==> src/rtl/cordic_bus_regs.sv <==
// Host register block for the CORDIC controller: operand/control shadows,
// captured results, sticky interrupt, and a single-outstanding request/response port.
module cordic_bus_regs #(
   parameter int                 p_WIDTH      = 32,
   parameter int                 p_ADDR_WIDTH = 3,
   parameter logic [p_WIDTH-1:0] p_CTRL_RESET = 32'h00011FF0
) (
   input  logic                    clk,
   input  logic                    rst,
   input  logic                    reqValid,
   output logic                    reqReady,
   input  logic                    reqWrite,
   input  logic [p_ADDR_WIDTH-1:0] reqAddr,
   input  logic [p_WIDTH-1:0]      reqWdata,
   output logic                    rspValid,
   input  logic                    rspReady,
   output logic [p_WIDTH-1:0]      rspRdata,
   output logic                    rspError,
   output logic [p_WIDTH-1:0]      controlRegisterInput,
   output logic [p_WIDTH-1:0]      xInput,
   output logic [p_WIDTH-1:0]      yInput,
   output logic [p_WIDTH-1:0]      zInput,
   input  logic [p_WIDTH-1:0]      controlRegisterOutput,
   input  logic [p_WIDTH-1:0]      xResult,
   input  logic [p_WIDTH-1:0]      yResult,
   input  logic [p_WIDTH-1:0]      zResult,
   input  logic                    controlRegisterWriteEnable,
   input  logic                    interrupt,
   output logic                    irq
);

   localparam logic [p_ADDR_WIDTH-1:0] A_CTRL = p_ADDR_WIDTH'(0);
   localparam logic [p_ADDR_WIDTH-1:0] A_XIN  = p_ADDR_WIDTH'(1);
   localparam logic [p_ADDR_WIDTH-1:0] A_YIN  = p_ADDR_WIDTH'(2);
   localparam logic [p_ADDR_WIDTH-1:0] A_ZIN  = p_ADDR_WIDTH'(3);
   localparam logic [p_ADDR_WIDTH-1:0] A_XRES = p_ADDR_WIDTH'(4);
   localparam logic [p_ADDR_WIDTH-1:0] A_YRES = p_ADDR_WIDTH'(5);
   localparam logic [p_ADDR_WIDTH-1:0] A_ZRES = p_ADDR_WIDTH'(6);
   localparam logic [p_ADDR_WIDTH-1:0] A_STAT = p_ADDR_WIDTH'(7);

   logic [p_WIDTH-1:0] ctrl_r;
   logic [p_WIDTH-1:0] xIn_r;
   logic [p_WIDTH-1:0] yIn_r;
   logic [p_WIDTH-1:0] zIn_r;
   logic [p_WIDTH-1:0] xRes_r;
   logic [p_WIDTH-1:0] yRes_r;
   logic [p_WIDTH-1:0] zRes_r;
   logic               irqPending_r;
   logic               rspValid_r;
   logic [p_WIDTH-1:0] rspRdata_r;
   logic               rspError_r;

   logic               accept_s;
   logic               hostWrite_s;
   logic               ctrlWrite_s;
   logic               statClear_s;
   logic               busy_s;
   logic [p_WIDTH-1:0] ctrlBase_s;
   logic [p_WIDTH-1:0] ctrlNext_s;
   logic [p_WIDTH-1:0] readData_s;
   logic               writeErr_s;

   assign reqReady    = ~rspValid_r | rspReady;
   assign accept_s    = reqValid & reqReady;
   assign hostWrite_s = accept_s & reqWrite;
   assign ctrlWrite_s = hostWrite_s & (reqAddr == A_CTRL);
   assign statClear_s = hostWrite_s & (reqAddr == A_STAT) & reqWdata[0];
   assign busy_s      = ~ctrl_r[16];

   // Next CTRL: controller strobe supplies the base, host may then override the lower half.
   always_comb begin
      ctrlBase_s = controlRegisterWriteEnable ? controlRegisterOutput : ctrl_r;
      ctrlNext_s = ctrlBase_s;
      if (ctrlWrite_s && !busy_s) begin
         ctrlNext_s[15:0] = reqWdata[15:0];
      end else if (ctrlWrite_s && !reqWdata[0]) begin
         ctrlNext_s[1] = reqWdata[1];
      end else begin
         ctrlNext_s[15:0] = ctrlBase_s[15:0];
      end
   end

   // Read mux over pre-edge register contents.
   always_comb begin
      readData_s = {p_WIDTH{1'b0}};
      case (reqAddr)
         A_CTRL:  readData_s = ctrl_r;
         A_XIN:   readData_s = xIn_r;
         A_YIN:   readData_s = yIn_r;
         A_ZIN:   readData_s = zIn_r;
         A_XRES:  readData_s = xRes_r;
         A_YRES:  readData_s = yRes_r;
         A_ZRES:  readData_s = zRes_r;
         A_STAT:  readData_s = {{(p_WIDTH-2){1'b0}}, busy_s, irqPending_r};
         default: readData_s = {p_WIDTH{1'b0}};
      endcase
   end

   // Write rejection: result registers are read-only, START is refused while busy.
   always_comb begin
      writeErr_s = 1'b0;
      case (reqAddr)
         A_XRES, A_YRES, A_ZRES: writeErr_s = reqWrite;
         A_CTRL:                 writeErr_s = reqWrite & busy_s & reqWdata[0];
         default:                writeErr_s = 1'b0;
      endcase
   end

   // Register file, result capture and sticky interrupt.
   always_ff @(posedge clk or posedge rst) begin
      if (rst) begin
         ctrl_r       <= p_CTRL_RESET;
         xIn_r        <= {p_WIDTH{1'b0}};
         yIn_r        <= {p_WIDTH{1'b0}};
         zIn_r        <= {p_WIDTH{1'b0}};
         xRes_r       <= {p_WIDTH{1'b0}};
         yRes_r       <= {p_WIDTH{1'b0}};
         zRes_r       <= {p_WIDTH{1'b0}};
         irqPending_r <= 1'b0;
      end else begin
         ctrl_r <= ctrlNext_s;
         if (hostWrite_s && reqAddr == A_XIN) begin
            xIn_r <= reqWdata;
         end
         if (hostWrite_s && reqAddr == A_YIN) begin
            yIn_r <= reqWdata;
         end
         if (hostWrite_s && reqAddr == A_ZIN) begin
            zIn_r <= reqWdata;
         end
         if (controlRegisterWriteEnable) begin
            xRes_r <= xResult;
            yRes_r <= yResult;
            zRes_r <= zResult;
         end
         // A same-edge interrupt beats the W1C.
         irqPending_r <= interrupt | (irqPending_r & ~statClear_s);
      end
   end

   // Response channel: loads on acceptance, drops once the host takes it.
   always_ff @(posedge clk or posedge rst) begin
      if (rst) begin
         rspValid_r <= 1'b0;
         rspRdata_r <= {p_WIDTH{1'b0}};
         rspError_r <= 1'b0;
      end else if (accept_s) begin
         rspValid_r <= 1'b1;
         rspRdata_r <= reqWrite ? {p_WIDTH{1'b0}} : readData_s;
         rspError_r <= writeErr_s;
      end else if (rspReady) begin
         rspValid_r <= 1'b0;
      end
   end

   assign rspValid             = rspValid_r;
   assign rspRdata             = rspRdata_r;
   assign rspError             = rspError_r;
   assign controlRegisterInput = ctrl_r;
   assign xInput               = xIn_r;
   assign yInput               = yIn_r;
   assign zInput               = zIn_r;
   assign irq                  = irqPending_r;

endmodule

==> config.mk <==
export PLATFORM = sky130hd
export DESIGN_NAME = cordic_bus_regs
export DESIGN_NICKNAME = d
export VERILOG_FILES = /design/src/rtl/cordic_bus_regs.sv
export SDC_FILE = /design/constraint.sdc
export NUM_CORES = 1
export LEC_CHECK = 0
export BUFFER_PORTS_ARGS = -buffer_cell sky130_fd_sc_hd__buf_2
export CORE_MARGIN = 2
export CORE_UTILIZATION = 50
export CTS_CLUSTER_DIAMETER = 200
export DETAILED_ROUTE_END_ITERATION = 8
export PLACE_DENSITY = 0.77
export SLEW_MARGIN = 25
export SYNTH_ARGS = -nofsm -noshare
export SYNTH_HDL_FRONTEND = slang
export SYNTH_SLANG_ARGS = --single-unit
==> constraint.sdc <==
create_clock -name clk -period 13.85 [get_ports clk]
set_clock_uncertainty 0.05 [all_clocks]
set_input_delay 2.77 -clock clk [delete_from_list [all_inputs] [get_ports clk]]
set_output_delay 2.77 -clock clk [all_outputs]
set_load 0.02 [all_outputs]
==> out/results.txt <==
ys flop type - dfrtp_1
Synth Net Count - 1053
CP Data Arrival Time - 3.29 ns
CTS sink cnt - 259
post-DP HPWL - 23700 um
H-tree depth - 1
Final Slew Violations - 0
slowest stage delay, CP - 0.22 ns
YS warnings - 0
CTS tree - yes
Initial Util - 51.3%
worst path cell trace - buf_2, nand2b_1, buf_2
Residual DRC - 0
most frequent cells in the layout - buf_2 (331), dfrtp_1 (249), mux2_2 (240), o21ai_0 (45), nand2_1 (40)
layout cells sized above 1 - 54.8%
cts bufs inserted - 28
Rows - 55
Die Footprint - 24600 um2
Area after DPL - 13600 um2
first-pass GRT wire length - 53100 um
final worst path period share - 44.1%
clock tree buffer depth - 3
cell mode on critical path - buf_2
Post-CTS Setup Inserts - 0
Clock Pin Slew Worst Setup and Hold Paths - 0.06 ns
Crit. End Element - output pin
minimum clock period - 6.11 ns
Worst path slowest cell - nand2b_1
Area growth, synth to finish - 24.5%
Largest delay share family, worst path - buffers and inverters
worst-path maximum fanout - 6
Die Height - 157 um
Mapped Area - 11700 um2
CP required - 11.03 ns
final setup vio count - 0
core box area - 22800 um2
Mapped Avg Cell Area - 13.2 um2
clk root buf - clkbuf_16
hold crit path type - flip-flop to flip-flop
sequential fraction of the synthesis area - 55.6%
routability cong. - 0.823
Final Hold Fails - 0
width of the die - 157 um
clk_lat worst skew - 0.54 ns
post-CTS sizing - 0
Leak Pwr - 6.96 nW
vias in the first global route - 9127
CP bufs+invs - 2
DR iter-0 viols - 473
design area - 14500 um2
Port Buffer Count - 333
CP Class - input port to output pin
vias - 8927
DR vias/cell - 5.82
RSZ-0062 raised after global routing - no
per-cell routed wire length - 22.9 um
largest net degree at the start of global routing - 113
ys async rst share - 100%
DRT Pass-1 Iters - 5
achievable frequency - 164 MHz
Worst-Margin Slew - 1.00 ns
most common cell after layout, fill and taps aside - buf_2
max_cap viols - 0
initial antenna violation count - 6
cts-stage hold buffer count - 0
Post-Syn Instances - 883
WL final - 35200 um
Top-Level Pins - 334
GR Overflow Total - 0
Setup TNS Final - 0 ns
status - completed
Worst slew margin - 33.4%
DRT antenna net count - 0
critical path startpoint category - input port
total track usage - 28.4%
number of synthesized flops with an enable pin - 0
Cell variety after synth - 42
Final Net Count - 1366
pwr dens - 152 nW/um2
Peak supply drop - 120 uV
Seq cells post-synth - 259
## final timing paths
path                       slack, ns                     start  depth (start not counted)                                  end
setup / recovery                7.74                  rspReady                          3                             reqReady
hold / removal                  0.43  rspRdata[13]$_DFFE_PP0P_                          2             rspRdata[13]$_DFFE_PP0P_
setup reg to reg               11.68      rspValid$_DFFE_PP0P_                          4  controlRegisterInput[2]$_DFFE_PP0P_
hold reg to reg                 0.43  rspRdata[13]$_DFFE_PP0P_                          2             rspRdata[13]$_DFFE_PP0P_
max in group asynchronous       9.41                       rst                          4             rspRdata[11]$_DFFE_PP0P_
min in group asynchronous       2.29                       rst                          2               yInput[30]$_DFFE_PP0P_
## worst min-delay path, delay by kind of cell (launching register included)
kind,cells,cell delay [ns]
AO/OA/AOI/OAI,1,0.06
flip-flops,1,0.34
AND/OR/NAND/NOR,1,0.04
## report_power, final
| part | switching (mW) | internal [mW] | total, mW |
|---|---|---|---|
| combinational | 0.277 | 0.208 | 0.486 |
| clock | 0.308 | 0.452 | 0.761 |
| sequential | 0.0887 | 0.875 | 0.964 |
## flip-flops by register name, indices dropped and copies added, names as in the netlist
| signal | cells |
|---|---|
| xRes_r | 32 |
| yRes_r | 32 |
| controlRegisterInput | 32 |
| zRes_r | 32 |
| rspError | 1 |
| rspValid | 1 |
| rspRdata | 32 |
| yInput | 32 |
| irq | 1 |
| xInput | 32 |
| zInput | 32 |
## final cells by class
cell class,instances,area (um2)
well taps,313,392
clock inverters,12,123
repair buffers,349,1800
flip-flops and latches,259,6490
fillers,1781,8240
diodes,4,10.0
multi-input cells,548,4850
clock buffers,39,823
inverters,10,45.0
## kinds of logic (layout without fill, tap and decap cells)
family | after synthesis | count (layout) | share of synthesized area [%]
other | 0 | 4 | 0
flip-flops | 259 | 259 | 55.6
AO/OA/AOI/OAI | 154 | 154 | 9.53
buffers and inverters | 76 | 410 | 3.01
multiplexers | 284 | 284 | 27.4
AND/OR/NAND/NOR | 110 | 110 | 4.51
## cells in the mapped netlist, types with 2 or more instances
| cell | count | share of area [%] |
|---|---|---|
| dfrtp_1 | 249 | 53 |
| mux2_2 | 240 | 23 |
| o21ai_0 | 45 | 1.9 |
| nand2_1 | 41 | 1.3 |
| buf_2 | 31 | 1.3 |
| mux2i_1 | 31 | 2.7 |
| a221oi_1 | 29 | 2.2 |
| nor2_1 | 29 | 0.93 |
| clkbuf_1 | 27 | 0.87 |
| a22o_1 | 18 | 1.3 |
| a2bb2oi_1 | 15 | 1.1 |
| o31ai_1 | 15 | 0.96 |
| nand2b_1 | 12 | 0.64 |
| dfstp_2 | 10 | 2.2 |
| mux2_4 | 10 | 1.3 |
| a211oi_1 | 9 | 0.58 |
| inv_1 | 9 | 0.29 |
| nand3b_1 | 8 | 0.51 |
| a21oi_1 | 7 | 0.30 |
| nor2b_1 | 6 | 0.32 |
| a32oi_1 | 4 | 0.30 |
| buf_1 | 3 | 0.096 |
| buf_6 | 3 | 0.29 |
| mux2_1 | 3 | 0.29 |
| nand4_1 | 3 | 0.16 |
| o211ai_1 | 3 | 0.19 |
| o21a_1 | 3 | 0.19 |
| and2_1 | 2 | 0.11 |
| nor3_1 | 2 | 0.086 |
| nor3b_1 | 2 | 0.13 |
| o2bb2ai_1 | 2 | 0.15 |
| or3_1 | 2 | 0.11 |
## metrics by stage
step           hold slack [ns]  total power, mW  setup slack (ns)  utilization (%)  std cells
2_1_floorplan            0.422             1.26              3.92                -        883
3_3_place_gp             0.405             1.45              7.78             59.6       1478
3_5_place_dp             0.418             1.46              7.75             59.6       1479
4_1_cts                  0.432             2.22              7.74             63.8       1530
5_1_grt                  0.458             2.29              7.70             63.8       1534
6_report                 0.432             2.21              7.74             63.8       1534
## layer usage
metal  routed length [um]  GRT usage, %  part of all wire (%)  vias up
met4                 1210          9.79                   3.4        4
li1                     -             -                     -     3885
met1                14500          37.7                    41     4509
met2                16800          46.8                    48      434
met3                 2610          5.29                   7.4       95
met5                   26             0                 0.074        -
Power figures use the tool's default switching activity.
